## config.mk

```make
export PLATFORM = sky130hd
export DESIGN_NAME = seg_decode_monitor
export DESIGN_NICKNAME = d
export VERILOG_FILES = /design/src/rtl/seg_decode_monitor.sv
export SDC_FILE = /design/constraint.sdc
export NUM_CORES = 1
export LEC_CHECK = 0
export BUFFER_PORTS_ARGS = -buffer_cell sky130_fd_sc_hd__buf_2
export CAP_MARGIN = 0
export CORE_MARGIN = 2
export CORE_UTILIZATION = 52
export DETAILED_ROUTE_END_ITERATION = 8
export PLACE_DENSITY = 0.86
export SYNTH_ARGS = -nofsm -noshare
export SYNTH_HDL_FRONTEND = slang
export SYNTH_SLANG_ARGS = --single-unit
export TNS_END_PERCENT = 1
```

## constraint.sdc

```tcl
create_clock -name clk -period 2.3 [get_ports clk]
set_input_delay 0.345 -clock clk [delete_from_list [all_inputs] [get_ports clk]]
set_output_delay 0.345 -clock clk [all_outputs]
set_load 0.1 [all_outputs]
```

## src/rtl/seg_decode_monitor.sv

```systemverilog
// Receive-side monitor for a seven-segment digit bus: glitch filter, BCD decode,
// modulo-10 sequence check, digit period measurement and saturating error count.
module seg_decode_monitor #(
    parameter int unsigned STABLE_CYCLES = 4,
    parameter int unsigned PERIOD_W      = 24
) (
    input  logic                clk,
    input  logic                rst,
    input  logic [6:0]          segments,
    output logic [3:0]          digit,
    output logic                digit_valid,
    output logic                bad_pattern,
    output logic                seq_err,
    output logic                locked,
    output logic [PERIOD_W-1:0] period,
    output logic [7:0]          err_count
);

    localparam int unsigned SW = $clog2(STABLE_CYCLES + 1);
    localparam logic [SW-1:0] STAB_MAX  = SW'(STABLE_CYCLES);
    localparam logic [SW-1:0] STAB_LAST = SW'(STABLE_CYCLES - 1);

    typedef enum logic {
        IDLE,
        LOCKED
    } state_t;

    state_t              state, state_nx;
    logic [6:0]          seg_q;
    logic [6:0]          accepted, accepted_nx;
    logic [SW-1:0]       stab_cnt, stab_nx;
    logic [PERIOD_W-1:0] cyc_cnt, cyc_nx;
    logic [PERIOD_W-1:0] period_nx;
    logic [3:0]          digit_nx;
    logic                dv_nx, bp_nx, se_nx;
    logic [7:0]          err_nx;
    logic [7:0]          err_inc;
    logic                accept;
    logic                is_digit;
    logic                is_blank;
    logic [3:0]          dec;
    logic [3:0]          digit_succ;

    always_comb begin
        is_digit = 1'b1;
        dec      = 4'd0;
        case (seg_q)
            7'h3F:   dec = 4'd0;
            7'h06:   dec = 4'd1;
            7'h5B:   dec = 4'd2;
            7'h4F:   dec = 4'd3;
            7'h66:   dec = 4'd4;
            7'h6D:   dec = 4'd5;
            7'h7D:   dec = 4'd6;
            7'h07:   dec = 4'd7;
            7'h7F:   dec = 4'd8;
            7'h6F:   dec = 4'd9;
            default: is_digit = 1'b0;
        endcase
        is_blank = (seg_q == '0);
    end

    always_comb begin
        if (segments != seg_q) begin
            stab_nx = '0;
        end else if (stab_cnt == STAB_MAX) begin
            stab_nx = stab_cnt;
        end else begin
            stab_nx = stab_cnt + 1'b1;
        end
    end

    // stab_cnt counts matching pairs; STABLE_CYCLES-1 pairs means STABLE_CYCLES equal samples
    assign accept     = (stab_cnt >= STAB_LAST) && (seg_q != accepted);
    assign digit_succ = (digit == 4'd9) ? 4'd0 : digit + 4'd1;
    assign err_inc    = (&err_count) ? err_count : err_count + 8'd1;

    always_comb begin
        state_nx    = state;
        accepted_nx = accepted;
        digit_nx    = digit;
        dv_nx       = 1'b0;
        bp_nx       = 1'b0;
        se_nx       = 1'b0;
        period_nx   = period;
        err_nx      = err_count;
        cyc_nx      = (&cyc_cnt) ? cyc_cnt : cyc_cnt + 1'b1;

        if (accept) begin
            accepted_nx = seg_q;
            if (is_blank) begin
                state_nx = IDLE;
            end else if (!is_digit) begin
                bp_nx    = 1'b1;
                err_nx   = err_inc;
                state_nx = IDLE;
            end else begin
                dv_nx    = 1'b1;
                digit_nx = dec;
                cyc_nx   = PERIOD_W'(1);
                state_nx = LOCKED;
                if (state == LOCKED) begin
                    period_nx = cyc_cnt;
                    if (dec != digit_succ) begin
                        se_nx  = 1'b1;
                        err_nx = err_inc;
                    end
                end
            end
        end
    end

    always_ff @(posedge clk or negedge rst) begin
        if (!rst) begin
            state       <= IDLE;
            seg_q       <= '0;
            accepted    <= '0;
            stab_cnt    <= '0;
            cyc_cnt     <= '0;
            digit       <= '0;
            digit_valid <= 1'b0;
            bad_pattern <= 1'b0;
            seq_err     <= 1'b0;
            period      <= '0;
            err_count   <= '0;
        end else begin
            state       <= state_nx;
            seg_q       <= segments;
            accepted    <= accepted_nx;
            stab_cnt    <= stab_nx;
            cyc_cnt     <= cyc_nx;
            digit       <= digit_nx;
            digit_valid <= dv_nx;
            bad_pattern <= bp_nx;
            seq_err     <= se_nx;
            period      <= period_nx;
            err_count   <= err_nx;
        end
    end

    assign locked = (state == LOCKED);

endmodule
```

* Word level (Yosys, flattened, before mapping)
Index checks and enable logic that the tools add are counted.
Word-level totals: bits in registers 81, bits of input ports 9, output and inout bits 40, word-level logic and storage cells 67
Operators by class: $add $sub $neg 4, magnitude comparators 1, equal/unequal tests 18, multiplexer cells 24, bitwise gates (word level) 1, reduce and logical (&&, ||, !) cells 8
Operators with widths (number):
- $mux W24 | 4
- $eq A7 B7 Y1 const B | 7
- $pmux W4 S9 | 1
- $mux W8 | 4
- $add A24 B1 Y24 const B | 1
- $reduce_and A24 Y1 | 1
- $eq A7 B3 Y1 const B | 2
- $ne A7 B7 Y1 | 2
- $mux W1 | 12
- $reduce_or A10 Y1 | 1
- $add A8 B1 Y8 const B | 1
- $reduce_and A4 Y1 | 2
- $reduce_and A8 Y1 | 1
- $eq A7 B6 Y1 const B | 1
- $logic_not A7 Y1 | 1
- $mux W3 | 2
- $add A4 B1 Y4 const B | 1
- $eq A4 B4 Y1 const B | 1
- $mux W4 | 1
- $ne A2 B2 Y1 const B | 2
- $ne A4 B4 Y1 | 1
- $add A3 B1 Y3 const B | 1
- $eq A3 B3 Y1 const B | 1
- $ge A3 B2 Y1 const B | 1
- other kinds (4) | 4

* Longest topological paths before layout
Gate-level depths: netlist of the first run.
depth in word-level cells 8, mapped depth 10

* Least setup slack after synthesis of the first run
Ideal clock, no wire load.
path type flip-flop to flip-flop, from register digit[3], to register err_count[1], library setup time 0.126 ns, data arrival time 2.585 ns, data required time 2.174 ns, setup slack -0.411 ns, stages on the path, launching flop included 8, period minus slack after synthesis 2.711 ns, path through dfrtp_1 > inv_1 > nand3_1 > or4b_4 > o221ai_1 > o211ai_1 > o21ai_4 > mux2_4
Between the ends: longest elaborated chain between the ends 5, elaborated cells on any way between the ends 6
RTL lines:
- from (decl) | RTL line 10 | output logic [3:0] digit,
- from (signal assigned) | RTL line 132 | digit <= digit_nx;
- $add A4 B1 Y4 or $eq A4 B4 Y1 (tied branches) | RTL line 75 | assign digit_succ = (digit == 4'd9) ? 4'd0 : digit + 4'd1;
- $mux W4 * | RTL line 75
- $ne A4 B4 Y1 * | RTL line 104 | if (dec != digit_succ) begin
- $ne A2 B1 Y1 (no source line) *
- $reduce_and A4 Y1 (no source line) *
- to (signal assigned) | RTL line 137 | err_count <= err_nx;
- to (decl) | RTL line 16 | output logic [7:0] err_count
Mark *: on every way between the ends. The rest lies on a longest branch, timed or not. A chain may end at the register's enable or synchronous reset.

* Worst setup path in the final report of the first run
from register seg_q[1], to register err_count[1]
Between the ends: longest elaborated chain between the ends 5, elaborated cells on any way between the ends 22
RTL lines:
- from (decl) | RTL line 29 | logic [6:0] seg_q;
- from (signal assigned) | RTL line 128 | seg_q <= segments;
- $eq A7 B7 Y1 (tied with other cells) | RTL line 47 | case (seg_q)
- $pmux W4 S9 or $reduce_or A10 Y1 (tied branches)
- $ne A4 B4 Y1 or $mux W1 (tied branches) | RTL line 104, 47
- $ne A2 B1 Y1 (no source line) or $ne A2 B2 Y1 (tied branches)
- $reduce_and A4 Y1 (no source line)
Parallel ways exist; a longest one is shown, timed or not.

==> impl_results.rst, run 1 <==
.. list-table::
   :header-rows: 1

   * - Metric
     - Value
   * - Result of the run
     - finished with violations
   * - Failing checks
     - negative setup slack
   * - Number of distinct standard cells referenced by the synthesized netlist
     - between 50 and 60
   * - Input/output buffers
     - 48
   * - Die boundary width
     - 91.7 um
   * - Pin slew with the least headroom to its limit
     - ~0.7 ns
   * - Post-place setup slack
     - -0.149 ns
   * - Floorplan die height
     - about 92 um
   * - Clock skew after layout
     - a little over 0.01 ns
   * - Placed cell count
     - 527
   * - Count of nets left with antenna violations after detail routing
     - 0
   * - Total Negative Setup Slacks
     - -0.417 ns
   * - Count of TritonRoute iterations in the first routing pass
     - 4
   * - Via-per-instance ratio
     - around 5.6
   * - Total of max-cap violations
     - 0
   * - Final non-filler cell total
     - 548
   * - Worst-case clock buffer depth
     - 2
   * - Crit path capture type
     - flip-flop
   * - Worst setup slack after layout
     - -0.115 ns
   * - Vias
     - between 3,000 and 4,000
   * - Initial standard-cell utilization of the core
     - between 50% and 60%
   * - Final core utilization
     - 66.2%
   * - Synthesized netlist cell count
     - 354
   * - Data arrival, critical path
     - between 2 and 3 ns
   * - Average wire length per cell after detail routing
     - 16.3 um
   * - Via count of the first global-routing pass
     - between 3,000 and 4,000
   * - Later-pin clock latency in the skew report
     - between 0.3 and 0.4 ns
   * - Mapped Avg Cell Area
     - ~11 um2
   * - Rel. slew slack
     - ~52%
   * - Yosys warnings
     - 0
   * - Number of nets produced by synthesis
     - between 300 and 400
   * - Worst vdd ir
     - 0.000443 V
   * - Most common cell in the synthesized netlist
     - sky130_fd_sc_hd__dfrtp_1
   * - Global-route congestion overflow total
     - 0
   * - Number of design rule violations left after detail routing
     - 0
   * - Total Routing Usage GR
     - 22.1%
   * - Endpoint required time on the critical path
     - between 2 and 3 ns
   * - Ratio of final minimum period to clock period
     - 105%
   * - Total chip power
     - between 2 and 3 mW
   * - Overall routed net length
     - between 8000 and 9000 um
   * - Clock-pin slew of the registers on the worst-case setup and hold paths
     - 0.09 ns
   * - Proportion of netlist area held by the largest area contributor
     - 50.7%
   * - Cell leakage power
     - ~2.4 nW
   * - Hold-fix buffers at CTS
     - 0
   * - Max-slew violation count
     - 0
   * - Library cell occupying the most area in the post-synthesis netlist
     - sky130_fd_sc_hd__dfrtp_1
   * - Routability congestion estimate from global placement
     - about 0.80
   * - Largest cells by area after synthesis
     - sky130_fd_sc_hd__dfrtp_1 51%, sky130_fd_sc_hd__mux2_2 7.9%, sky130_fd_sc_hd__xor2_1 5.7%, sky130_fd_sc_hd__xnor2_1 3.7%, sky130_fd_sc_hd__nor2_1 3.7%
   * - Clk sinks
     - between 80 and 90
   * - Commonest cells in the netlist
     - 81 x sky130_fd_sc_hd__dfrtp_1, 39 x sky130_fd_sc_hd__nor2_1, 28 x sky130_fd_sc_hd__mux2_2
   * - Htree depth
     - 3
   * - Maximum net fanout on the critical path
     - 7
   * - TritonCTS buffer count
     - 9
   * - Wire length of the first global-routing pass
     - around 15,000 um
   * - Fmax
     - 0.414 GHz
   * - Final-report setup violation count
     - 9
   * - TritonCTS clock tree
     - yes
   * - Area of the mapped netlist
     - around 0.0040 mm2
   * - Hold crit path type
     - input port to asynchronous set/reset pin
   * - Cell row count
     - 31
   * - Pwr dens
     - between 500 and 600 mW/mm2
   * - Final-report hold violation count
     - 0
   * - Seq cells post-synth
     - a little over 80
   * - Dominant synthesized flop cell
     - sky130_fd_sc_hd__dfrtp_1
   * - Share of final-layout standard cells stronger than drive strength 1
     - 38.8%
   * - Buffer type at the clock tree root
     - sky130_fd_sc_hd__clkbuf_8
   * - Number of diodes
     - 0
   * - Share of synthesized area occupied by flip-flops and latches
     - between 50% and 60%
   * - Time the worst path needs with I/O delays and setup
     - ~2.4 ns
   * - Nets
     - between 400 and 500
   * - Core footprint
     - approximately 0.0074 mm2
   * - Num ports
     - slightly below 50
   * - EDFF count, synth
     - 0
   * - Antenna violations before repair
     - 0
   * - Share of synthesized flip-flops with an asynchronous set or reset
     - 100%
   * - Critical path startpoint category
     - flip-flop
   * - Critical path type
     - flip-flop to flip-flop
   * - Maximum number of pins on one net before global-route repair
     - 57
   * - Starting DRC count in detailed routing
     - around 220
   * - RSZ-0062 raised after global routing
     - yes
   * - Area of the die
     - approximately 0.0084 mm2
   * - Area overhead of the layout relative to synthesis
     - 22.0%
   * - Half-perimeter wire length after detailed placement
     - 6150 um
## worst max-delay path, stage by stage, from the launching register on
cell,delay [ns]
sky130_fd_sc_hd__dfrtp_1,0.50
sky130_fd_sc_hd__and3_2,0.27
sky130_fd_sc_hd__a21oi_2,0.06
sky130_fd_sc_hd__or4b_4,0.54
sky130_fd_sc_hd__o221ai_2,0.17
sky130_fd_sc_hd__o211ai_1,0.16
sky130_fd_sc_hd__o21ai_4,0.27
sky130_fd_sc_hd__mux2_4,0.33
## layout by cell type, fill, tap and decap left out, types with 3 or more instances in the layout
cell type | Yosys | layout
sky130_fd_sc_hd__ha_1 | 5 | 5
sky130_fd_sc_hd__a21oi_2 | 1 | 3
sky130_fd_sc_hd__clkbuf_8 | 0 | 10
sky130_fd_sc_hd__nand2_2 | 3 | 3
sky130_fd_sc_hd__nor3_1 | 4 | 4
sky130_fd_sc_hd__dfrtp_2 | 0 | 6
sky130_fd_sc_hd__a211oi_2 | 2 | 3
sky130_fd_sc_hd__and3_1 | 6 | 5
sky130_fd_sc_hd__nand2_1 | 18 | 18
sky130_fd_sc_hd__a21oi_1 | 12 | 10
sky130_fd_sc_hd__nand3_1 | 22 | 22
sky130_fd_sc_hd__inv_1 | 10 | 10
sky130_fd_sc_hd__xnor2_1 | 17 | 17
sky130_fd_sc_hd__mux2_1 | 3 | 3
sky130_fd_sc_hd__mux2_2 | 28 | 27
sky130_fd_sc_hd__o21ai_0 | 5 | 5
sky130_fd_sc_hd__nand4_1 | 5 | 5
sky130_fd_sc_hd__and2_1 | 3 | 3
sky130_fd_sc_hd__buf_4 | 3 | 42
sky130_fd_sc_hd__xor2_1 | 26 | 26
sky130_fd_sc_hd__nor2_1 | 39 | 39
sky130_fd_sc_hd__buf_2 | 3 | 47
sky130_fd_sc_hd__o211ai_1 | 6 | 6
sky130_fd_sc_hd__dfrtp_1 | 81 | 74
## metal layers
| metal | routed length [um] | part of all wire (%) | global-route usage (%) |
|---|---|---|---|
| met5 | 0 | 0 | 0 |
| met4 | 223 | 2.5 | 10.2 |
| met1 | 3920 | 44 | 28.6 |
| met2 | 4450 | 50 | 35.7 |
| met3 | 361 | 4.0 | 4.68 |
## timing repair
action / 4_1_cts / 5_1_grt
gates resized for setup: 10 / 7
buffers inserted: 5 / 0
pin swaps: 8 / 3
endpoints found under the setup margin: 33 / 41
## per-stage QoR
stage                     hold slack [ns]  cell area [um2]
after global placement              0.428             4600
after floorplan                    0.0494             4030
after detailed placement            0.443             4600
after CTS                          0.0479             4850
final                              0.0204             4880
after global routing               0.0880             4880
## registers in the layout (all words and copies together), names as in the netlist, 3 cells and up
| name | cells |
|---|---|
| cyc_cnt | 24 |
| digit | 4 |
| stab_cnt | 3 |
| accepted | 7 |
| seg_q | 7 |
| err_count | 8 |
| period | 24 |
## cell families after synthesis
family                   share of synthesized area [%]
buffers and inverters                             3.38
AO/OA/AOI/OAI                                     8.88
adder cells (fa/ha/maj)                           1.56
multiplexers                                      9.60
XOR/XNOR                                          9.42
flip-flops                                        50.7
AND/OR/NAND/NOR                                   16.5
## layout make-up
| class | instances | area, um2 |
|---|---|---|
| clock buffer | 10 | 138 |
| inverter | 10 | 37.5 |
| sequential | 81 | 2040 |
| fill | 558 | 2490 |
| tap | 99 | 124 |
| clock inverter | 6 | 48.8 |
| timing repair buffer | 92 | 593 |
| multi-input combinational | 250 | 1900 |
## where the power goes
group,switching [mW],total [mW],internal (mW),leakage (nW)
Combinational,0.0856,0.155,0.0694,1.22
Clock,0.565,1.00,0.434,0.0912
Sequential,0.0240,1.46,1.44,1.09
Total,0.675,2.62,1.94,2.41
## final timing paths
check / cells after the start / slack [ns] / startpoint / to
worst max register to register: 7 / -0.11 / seg_q[1]$_DFF_PN0_ / err_count[1]$_DFFE_PN0P_
worst max-delay path: 7 / -0.11 / seg_q[1]$_DFF_PN0_ / err_count[1]$_DFFE_PN0P_
worst min register to register: 1 / 0.49 / period[6]$_DFFE_PN0P_ / period[6]$_DFFE_PN0P_
min in group clk: 1 / 0.10 / segments[4] / seg_q[4]$_DFF_PN0_
max in group asynchronous: 2 / 1.58 / rst / cyc_cnt[0]$_DFF_PN0_
worst min-delay path: 1 / 0.02 / rst / stab_cnt[0]$_DFFE_PN0P_
(Power assumes the default switching activity.)
==> run 2: changes to the inputs <==
ABC_AREA = 1   (was unset)
CORE_UTILIZATION = 53   (was 52)
PLACE_DENSITY = 0.84   (was 0.86)
==> run 2 against run 1 <==
Effect of this change:
- the run now ends clean
- via count is 18% higher
- core utilization down 4.5 points
- area after synthesis is 6.7% higher
- cell area decreased by 1.8%
- register-to-register slack better by 0.32 ns
- sequential share of layout area rose by 0.53 points
- maximum frequency increased by 15%
- clock skew down 0.0012 ns
- synthesized cell count is 44% higher
- worst hold slack better by 0.093 ns
- clock power hardly changed
- global-route usage increased by 0.53 points
==> impl_results.rst, run 2 <==
.. list-table::
   :header-rows: 1

   * - Metric
     - Value
   * - Result of the run
     - completed (was finished with violations)
   * - Nets
     - 576 (was 458)
   * - Most common cell in the synthesized netlist
     - sky130_fd_sc_hd__nand2_1 (was sky130_fd_sc_hd__dfrtp_1)
   * - TritonCTS clock tree
     - yes (unchanged)
   * - Half-perimeter wire length after detailed placement
     - 6710 um (was 6150 um)
   * - Routability congestion estimate from global placement
     - 0.898 (was 0.803)
   * - Critical path type
     - flip-flop to flip-flop (unchanged)
   * - Vias
     - 3,626 (was 3,069)
   * - Cell row count
     - 32 (was 31)
   * - Cell leakage power
     - 2.51 nW (was 2.41 nW)
   * - Total of max-cap violations
     - 0 (unchanged)
   * - Time the worst path needs with I/O delays and setup
     - 2.09 ns (was 2.41 ns)
   * - Largest cells by area after synthesis
     - sky130_fd_sc_hd__dfrtp_1 47%, sky130_fd_sc_hd__nand2_1 11%, sky130_fd_sc_hd__inv_1 4.8%, sky130_fd_sc_hd__xor2_1 4.7%, sky130_fd_sc_hd__o21ai_2 4.3% (was sky130_fd_sc_hd__dfrtp_1 51%, sky130_fd_sc_hd__mux2_2 7.9%, sky130_fd_sc_hd__xor2_1 5.7%, sky130_fd_sc_hd__xnor2_1 3.7%, sky130_fd_sc_hd__nor2_1 3.7%)
   * - Dominant synthesized flop cell
     - sky130_fd_sc_hd__dfrtp_1 (unchanged)
   * - Seq cells post-synth
     - 81 (unchanged)
   * - Ratio of final minimum period to clock period
     - 91.0% (was 105%)
   * - Maximum net fanout on the critical path
     - 22 (was 7)
   * - Top library cells by usage in the layout, fill and taps aside
     - 121 x sky130_fd_sc_hd__nand2_1, 81 x sky130_fd_sc_hd__dfrtp_1, 55 x sky130_fd_sc_hd__inv_1 (was 74 x sky130_fd_sc_hd__dfrtp_1, 47 x sky130_fd_sc_hd__buf_2, 42 x sky130_fd_sc_hd__buf_4)
   * - Num ports
     - 49 (unchanged)
   * - Starting DRC count in detailed routing
     - 217 (was 224)
   * - Crit-path slowest cell
     - sky130_fd_sc_hd__dfrtp_1 (was sky130_fd_sc_hd__or4b_4)
   * - Share of final-layout standard cells stronger than drive strength 1
     - 21.2% (was 38.8%)
   * - TritonCTS buffer count
     - 9 (unchanged)
   * - Post-route standard cell area excluding fillers
     - 0.00479 mm2 (was 0.00488 mm2)
   * - Endpoint of the lowest-slack register-to-register path
     - cyc_cnt[11]$_DFF_PN0_ (was err_count[1]$_DFFE_PN0P_)
   * - Post-cts repair resize count
     - 0 (was 10)
   * - Total Routing Usage GR
     - 22.6% (was 22.1%)
   * - Number of cells on the worst reg-to-reg path
     - 13 (was 7)
   * - Worst vdd ir
     - 0.000376 V (was 0.000443 V)
   * - List of cells traversed by the critical path
     - inv_1 -> nand2_1 -> nor2_2 -> nand2_1 -> nand2_1 -> nor2_2 -> nand3_4 -> inv_2 -> nor2_8 -> buf_4 -> inv_4 -> o21ai_0 -> a21oi_1 (was and3_2 -> a21oi_2 -> or4b_4 -> o221ai_2 -> o211ai_1 -> o21ai_4 -> mux2_4)
   * - Count of nets left with antenna violations after detail routing
     - 0 (unchanged)
   * - Rel. slew slack
     - 55.7% (was 52.3%)
   * - Final-report setup violation count
     - 0 (was 9)
   * - Critical path's most frequent cell
     - sky130_fd_sc_hd__nand2_1
   * - Synthesized netlist cell count
     - 510 (was 354)
   * - Fmax
     - 0.478 GHz (was 0.414 GHz)
   * - Cell type group with the largest total delay on the critical path
     - buffers and inverters (was simple AND/OR/NAND/NOR gates)
   * - Clk sinks
     - 81 (unchanged)
   * - Mapped Avg Cell Area
     - 8.37 um2 (was 11.3 um2)
   * - Core footprint
     - 0.00777 mm2 (was 0.00737 mm2)
   * - Input/output buffers
     - 48 (unchanged)
   * - Hold crit path type
     - input port to flip-flop (was input port to asynchronous set/reset pin)
   * - Buffer count from post-CTS setup fixing
     - 0 (was 5)
   * - Proportion of netlist area held by the largest area contributor
     - 47.5% (was 50.7%)
   * - Antenna violations before repair
     - 0 (unchanged)
   * - Endpoint required time on the critical path
     - 2.58 ns (was 2.56 ns)
   * - Clock-pin slew of the registers on the worst-case setup and hold paths
     - 0.08 ns (was 0.09 ns)
   * - Critical path startpoint category
     - flip-flop (unchanged)
   * - Via count of the first global-routing pass
     - 3,597 (was 3,045)
   * - Yosys warnings
     - 0 (unchanged)
   * - Data arrival, critical path
     - 2.37 ns (was 2.67 ns)
   * - Number of nets produced by synthesis
     - 524 (was 368)
   * - Area overhead of the layout relative to synthesis
     - 12.3% (was 22.0%)
   * - Biggest cell delay along the critical path
     - 0.48 ns (was 0.54 ns)
   * - Commonest non-fill, non-tap cell in the layout
     - sky130_fd_sc_hd__nand2_1 (was sky130_fd_sc_hd__dfrtp_1)
   * - Buffer and inverter count on the worst path
     - 4 (was 0)
   * - Wire length of the first global-routing pass
     - 15,900 um (was 14,600 um)
   * - Area post-placement
     - 0.00460 mm2 (about the same)
   * - Clock skew after layout
     - 0.00895 ns (was 0.0102 ns)
   * - End point of the worst hold path
     - seg_q[0]$_DFF_PN0_
   * - Hold Crit Depth
     - 1
   * - Average wire length per cell after detail routing
     - 13.8 um (was 16.3 um)
   * - Die boundary width
     - 93.8 um (was 91.7 um)
   * - Registers with the highest flip-flop counts
     - cyc_cnt (24), period (24), err_count (8) (unchanged)
   * - Number of design rule violations left after detail routing
     - 0 (unchanged)
   * - Later-pin clock latency in the skew report
     - 0.35 ns (was 0.37 ns)
   * - RSZ-0062 raised after global routing
     - no (was yes)
   * - Pwr dens
     - 532 mW/mm2 (was 536 mW/mm2)
   * - Final core utilization
     - 61.7% (was 66.2%)
   * - Floorplan die height
     - 93.8 um (was 91.7 um)
   * - Final-layout worst hold slack
     - 0.114 ns (was 0.0204 ns)
   * - Count of TritonRoute iterations in the first routing pass
     - 5 (was 4)
   * - Overall routed net length
     - 9190 um (was 8950 um)
   * - Total Negative Setup Slacks
     - 0 ns (was -0.417 ns)
   * - Start point of the worst hold path
     - segments[0]
   * - Number of diodes
     - 0 (unchanged)
   * - R2r startpoint
     - seg_q[0]$_DFF_PN0_ (was seg_q[1]$_DFF_PN0_)
   * - Initial standard-cell utilization of the core
     - 55.0% (was 54.3%)
   * - Area of the die
     - 0.00879 mm2 (was 0.00841 mm2)
   * - Area of the mapped netlist
     - 0.00427 mm2 (was 0.00400 mm2)
   * - Via-per-instance ratio
     - 5.43 (was 5.60)
   * - Global-route congestion overflow total
     - 0 (unchanged)
   * - Share of synthesized area occupied by flip-flops and latches
     - 47.5% (was 50.7%)
   * - Final non-filler cell total
     - 668 (was 548)
   * - Crit path capture type
     - flip-flop (unchanged)
   * - Pin slew with the least headroom to its limit
     - 0.661 ns (was 0.715 ns)
   * - Worst-case clock buffer depth
     - 2 (unchanged)
   * - EDFF count, synth
     - 0 (unchanged)
   * - Final-report hold violation count
     - 0 (unchanged)
   * - Placed cell count
     - 652 (was 527)
   * - Htree depth
     - 3 (unchanged)
   * - Reg-to-reg slack, setup
     - 0.21 ns (was -0.11 ns)
   * - Maximum number of pins on one net before global-route repair
     - 43 (was 57)
   * - Max-slew violation count
     - 0 (unchanged)
   * - Post-place setup slack
     - 0.241 ns (was -0.149 ns)
   * - Library cell occupying the most area in the post-synthesis netlist
     - sky130_fd_sc_hd__dfrtp_1 (unchanged)
   * - Commonest cells in the netlist
     - 121 x sky130_fd_sc_hd__nand2_1, 81 x sky130_fd_sc_hd__dfrtp_1, 55 x sky130_fd_sc_hd__inv_1 (was 81 x sky130_fd_sc_hd__dfrtp_1, 39 x sky130_fd_sc_hd__nor2_1, 28 x sky130_fd_sc_hd__mux2_2)
   * - Number of distinct standard cells referenced by the synthesized netlist
     - 35 (was 55)
   * - Total chip power
     - 2.55 mW (was 2.62 mW)
   * - Buffer type at the clock tree root
     - sky130_fd_sc_hd__clkbuf_8 (unchanged)
   * - Hold-fix buffers at CTS
     - 1 (was 0)
   * - Count of filler cells inserted in the layout
     - 679 (was 558)
   * - Worst setup slack after layout
     - 0.208 ns (was -0.115 ns)
   * - Share of synthesized flip-flops with an asynchronous set or reset
     - 100% (unchanged)
-- run 2: changes by cell type after synthesis, sizes merged, moves of 5 or more --
cell	delta
xnor2	-11
o211ai	-5
inv	+52
nor3	+10
mux2	-32
nand2	+115
nand4	+15
nor2	+5
nand3	+6
and3	-8
o21ai	+42
a211oi	-5
-- run 2: power by group --
| part | internal (mW) | total (mW) | switching [mW] |
|---|---|---|---|
| clock network | 0.470 | 0.974 | 0.504 |
| registers | 1.44 | 1.46 | 0.0230 |
| logic | 0.0372 | 0.116 | 0.0783 |
-- run 2: cell families (layout without fill, tap and decap cells) --
group	after synthesis	in the layout	share of synthesized area, %
flops	81	81	47.5
compound gates	68	68	10.1
buf+inv	76	132	8.00
fa+ha+maj	5	5	1.47
xor+xnor	29	29	5.95
simple gates	251	251	27.1
-- run 2: layer usage --
layer	share of wire (%)	up-vias	track usage, %
met5	0	-	0
met4	2.6	0	10.0
met3	5.6	31	3.69
met2	50	142	39.3
met1	42	1704	27.5
li1	-	1749	-
-- run 2: how the worst max path moves through the flow --
stage                              start                  endpoint  slack, ns  cells after the start
CTS                   seg_q[4]$_DFF_PN0_     cyc_cnt[11]$_DFF_PN0_       0.22                     13
floorplan           digit[0]$_DFFE_PN0P_  err_count[2]$_DFFE_PN0P_       0.10                     11
finish                seg_q[0]$_DFF_PN0_     cyc_cnt[11]$_DFF_PN0_       0.21                     13
global route        cyc_cnt[0]$_DFF_PN0_      cyc_cnt[4]$_DFF_PN0_      0.009                     13
global placement      seg_q[0]$_DFF_PN0_      cyc_cnt[4]$_DFF_PN0_       0.35                     13
detailed placement    seg_q[4]$_DFF_PN0_     cyc_cnt[11]$_DFF_PN0_       0.24                     13
-- run 2: worst register-to-register path: cells and delay by family, from the launching register on --
kind	cells	cell delay [ns]
AO/OA/AOI/OAI	2	0.27
AND/OR/NAND/NOR	7	0.62
flip-flops	1	0.48
buffers and inverters	4	0.66
-- run 2: cell type report --
class	instances	area [um2]	share of cell area (%)
multi-input cells	353	1900	39.7
repair buffers	55	323	6.73
clock inverters	3	15.0	0.313
flip-flops and latches	81	2030	42.3
inverters	62	235	4.91
clock buffers	12	165	3.45
well taps	102	128	2.66
==> run 3: changes to the inputs <==
CORE_UTILIZATION = 58   (was 53)
PLACE_DENSITY = 0.87   (was 0.84)
clock period = 2.4 ns   (was 2.3 ns; I/O delays follow)
==> run 3 against run 2 <==
Effect of this change:
- core utilization rose by 4.8 points
- clock-buffer cell count did not move
- wire length fell by 2.8%
- largest power group unchanged
==> impl_results.rst, run 3 (synthesized netlist as in run 2, its figures left out) <==
.. list-table::
   :header-rows: 1

   * - Metric
     - Value
   * - Result of the run
     - completed (unchanged)
   * - Top library cells by usage in the layout, fill and taps aside
     - 121 x sky130_fd_sc_hd__nand2_1, 81 x sky130_fd_sc_hd__dfrtp_1, 55 x sky130_fd_sc_hd__inv_1 (unchanged)
   * - Crit-path slowest cell
     - sky130_fd_sc_hd__dfrtp_1 (unchanged)
   * - Combinational group share of total power
     - 4.5% (about the same)
   * - Core footprint
     - 0.00718 mm2 (was 0.00777 mm2)
   * - Biggest cell delay along the critical path
     - 0.49 ns (was 0.48 ns)
   * - R2r startpoint
     - seg_q[5]$_DFF_PN0_ (was seg_q[0]$_DFF_PN0_)
   * - Internal power
     - 1.90 mW (was 1.95 mW)
   * - Antenna violations before repair
     - 0 (unchanged)
   * - Buffer count from post-CTS setup fixing
     - 0 (unchanged)
   * - Total Negative Setup Slacks
     - 0 ns (unchanged)
   * - Clk sinks
     - 81 (unchanged)
   * - Via-per-instance ratio
     - 5.34 (was 5.43)
   * - Average wire length per cell after detail routing
     - 13.5 um (was 13.8 um)
   * - Total of max-cap violations
     - 0 (unchanged)
   * - List of cells traversed by the critical path
     - inv_2 -> nand2_1 -> nor2_1 -> nand2_1 -> nand2_1 -> inv_2 -> nand3b_1 -> nand2_1 -> nor2_1 -> nand2_1 -> nand2_1 -> nand2_2 -> nand4_1 -> nand2_1 (was inv_1 -> nand2_1 -> nor2_2 -> nand2_1 -> nand2_1 -> nor2_2 -> nand3_4 -> inv_2 -> nor2_8 -> buf_4 -> inv_4 -> o21ai_0 -> a21oi_1)
   * - Number of cells on the worst reg-to-reg path
     - 14 (was 13)
   * - Maximum number of pins on one net before global-route repair
     - 44 (was 43)
   * - Pwr dens
     - 521 mW/mm2 (was 532 mW/mm2)
   * - Die boundary width
     - 89.8 um (was 93.8 um)
   * - Vias
     - 3,542 (was 3,626)
   * - Worst vdd ir
     - 0.000409 V (was 0.000376 V)
   * - Clock skew after layout
     - 0.00913 ns (was 0.00895 ns)
   * - Registers with the highest flip-flop counts
     - cyc_cnt (24), period (24), err_count (8) (unchanged)
   * - TritonCTS clock tree
     - yes (unchanged)
   * - Post-route standard cell area excluding fillers
     - 0.00478 mm2 (was 0.00479 mm2)
   * - Nets
     - 573 (was 576)
   * - Pin slew with the least headroom to its limit
     - 0.666 ns (was 0.661 ns)
   * - Switching power
     - 0.590 mW (was 0.605 mW)
   * - Routability congestion estimate from global placement
     - 0.926 (was 0.898)
   * - Time the worst path needs with I/O delays and setup
     - 2.03 ns (was 2.09 ns)
   * - RSZ-0062 raised after global routing
     - no (unchanged)
   * - Data arrival, critical path
     - 2.28 ns (was 2.37 ns)
   * - Area of the die
     - 0.00806 mm2 (was 0.00879 mm2)
   * - Number of diodes
     - 0 (unchanged)
   * - Hold Crit Depth
     - 1 (unchanged)
   * - Area overhead of the layout relative to synthesis
     - 11.9% (was 12.3%)
   * - End point of the worst hold path
     - seg_q[1]$_DFF_PN0_ (was seg_q[0]$_DFF_PN0_)
   * - Count of nets left with antenna violations after detail routing
     - 0 (unchanged)
   * - Final-report setup violation count
     - 0 (unchanged)
   * - Critical path startpoint category
     - flip-flop (unchanged)
   * - Overall routed net length
     - 8940 um (was 9190 um)
   * - Maximum net fanout on the critical path
     - 8 (was 22)
   * - Total Routing Usage GR
     - 23.9% (was 22.6%)
   * - Later-pin clock latency in the skew report
     - 0.37 ns (was 0.35 ns)
   * - Fraction of met3 tracks used by global routing
     - 3.27% (was 3.69%)
   * - Wire length of the first global-routing pass
     - 15,600 um (was 15,900 um)
   * - Rel. slew slack
     - 55.4% (was 55.7%)
   * - Endpoint of the lowest-slack register-to-register path
     - err_count[7]$_DFFE_PN0P_ (was cyc_cnt[11]$_DFF_PN0_)
   * - Critical path type
     - flip-flop to flip-flop (unchanged)
   * - Met1 track demand over resource in global routing
     - 29.2% (was 27.5%)
   * - Hold crit path type
     - input port to flip-flop (unchanged)
   * - Input/output buffers
     - 48 (unchanged)
   * - Sequential cell area
     - 0.00203 mm2 (unchanged)
   * - Final-report hold violation count
     - 0 (unchanged)
   * - Htree depth
     - 3 (unchanged)
   * - Cell leakage power
     - 2.48 nW (was 2.51 nW)
   * - TritonCTS buffer count
     - 9 (unchanged)
   * - Most utilized layer in the global route result
     - met2 (unchanged)
   * - Global-route congestion overflow total
     - 0 (unchanged)
   * - Num ports
     - 49 (unchanged)
   * - Endpoint required time on the critical path
     - 2.66 ns (was 2.58 ns)
   * - Fmax
     - 0.494 GHz (was 0.478 GHz)
   * - Reg power frac
     - 56.3% (was 57.3%)
   * - Via count of the first global-routing pass
     - 3,458 (was 3,597)
   * - Worst-case clock buffer depth
     - 2 (unchanged)
   * - Start point of the worst hold path
     - segments[1] (was segments[0])
   * - Count of TritonRoute iterations in the first routing pass
     - 5 (unchanged)
   * - Area post-placement
     - 0.00458 mm2 (was 0.00460 mm2)
   * - Switching portion of total power
     - 23.7% (about the same)
   * - Initial standard-cell utilization of the core
     - 59.5% (was 55.0%)
   * - Critical path's most frequent cell
     - sky130_fd_sc_hd__nand2_1 (unchanged)
   * - Max-slew violation count
     - 0 (unchanged)
   * - Number of design rule violations left after detail routing
     - 0 (unchanged)
   * - Count of filler cells inserted in the layout
     - 610 (was 679)
   * - Clock-pin slew of the registers on the worst-case setup and hold paths
     - 0.08 ns (about the same)
   * - Commonest non-fill, non-tap cell in the layout
     - sky130_fd_sc_hd__nand2_1 (unchanged)
   * - Crit path capture type
     - flip-flop (unchanged)
   * - Cell type group with the largest total delay on the critical path
     - simple AND/OR/NAND/NOR gates (was buffers and inverters)
   * - Floorplan die height
     - 89.8 um (was 93.8 um)
   * - M2 GR Usage
     - 41.7% (was 39.3%)
   * - Starting DRC count in detailed routing
     - 213 (was 217)
   * - Buffer type at the clock tree root
     - sky130_fd_sc_hd__clkbuf_8 (unchanged)
   * - Reg-to-reg slack, setup
     - 0.37 ns (was 0.21 ns)
   * - Cell row count
     - 31 (was 32)
   * - Share of final-layout standard cells stronger than drive strength 1
     - 20.4% (was 21.2%)
   * - Buffer and inverter count on the worst path
     - 2 (was 4)
   * - Clock network fraction of design power
     - 39.3% (was 38.2%)
   * - Ratio of final minimum period to clock period
     - 84.4% (was 91.0%)
   * - Total area of multi-input combinational cells
     - 0.00190 mm2 (unchanged)
   * - Half-perimeter wire length after detailed placement
     - 6730 um (was 6710 um)
## run 3: cell count changes in the layout (fill, tap and decap cells not counted)
cell,before,now
sky130_fd_sc_hd__clkbuf_1,0,3
sky130_fd_sc_hd__clkinv_2,3,0
sky130_fd_sc_hd__clkinvlp_4,0,2
sky130_fd_sc_hd__bufinv_16,0,1
sky130_fd_sc_hd__clkinv_4,0,1
sky130_fd_sc_hd__buf_4,5,2
sky130_fd_sc_hd__clkbuf_8,12,9
## run 3: worst max-delay path by stage
stage                              start  slack (ns)  depth (start not counted)                  endpoint
global placement      seg_q[3]$_DFF_PN0_        0.50                          9     period[0]$_DFFE_PN0P_
global route          seg_q[0]$_DFF_PN0_        0.22                          9    period[20]$_DFFE_PN0P_
floorplan           digit[0]$_DFFE_PN0P_        0.20                         11  err_count[2]$_DFFE_PN0P_
CTS                   seg_q[0]$_DFF_PN0_        0.39                          9    period[22]$_DFFE_PN0P_
finish                seg_q[5]$_DFF_PN0_        0.37                         14  err_count[7]$_DFFE_PN0P_
detailed placement    seg_q[0]$_DFF_PN0_        0.41                          9    period[22]$_DFFE_PN0P_
## run 3: power groups by stage
stage | logic (mW) | registers [mW] | clock network, mW
2_1_floorplan | 0.0696 | 1.42 | 0
3_3_place_gp | 0.109 | 1.43 | 0
3_5_place_dp | 0.112 | 1.43 | 0
4_1_cts | 0.114 | 1.40 | 0.998
5_1_grt | 0.129 | 1.40 | 1.06
6_report | 0.111 | 1.40 | 0.977
## run 3: repair_timing
| action | in CTS | in global routing |
|---|---|---|
| hold endpoints to repair | 38 | 0 |
| hold buffers | 1 | 0 |
| setup endpoints to repair | 0 | 0 |
| gates resized for setup | 0 | 0 |
## run 3: layout make-up
cell class	count	share of cell area [%]
clock buffers	12	2.83
clock inverters	4	1.13
inverters	62	4.93
multi-input cells	353	39.8
flip-flops and latches	81	42.4
well taps	99	2.59
repair buffers	52	6.29
## run 3: metrics by stage
stage	power [mW]	cells	setup WS [ns]	utilization, %	hold WS [ns]
2_1_floorplan	1.49	510	0.201	-	0.0644
3_3_place_gp	1.53	646	0.497	63.8	0.381
3_5_place_dp	1.54	646	0.406	63.8	0.378
4_1_cts	2.51	663	0.385	66.6	0.117
5_1_grt	2.59	663	0.224	66.6	0.120
6_report	2.49	663	0.375	66.6	0.124
## run 3: metal layers
layer | vias to the layer above | part of all wire, %
met4 | 0 | 3.0
met1 | 1658 | 42
met2 | 109 | 51
met3 | 21 | 4.4
met5 | - | 0
li1 | 1754 | -
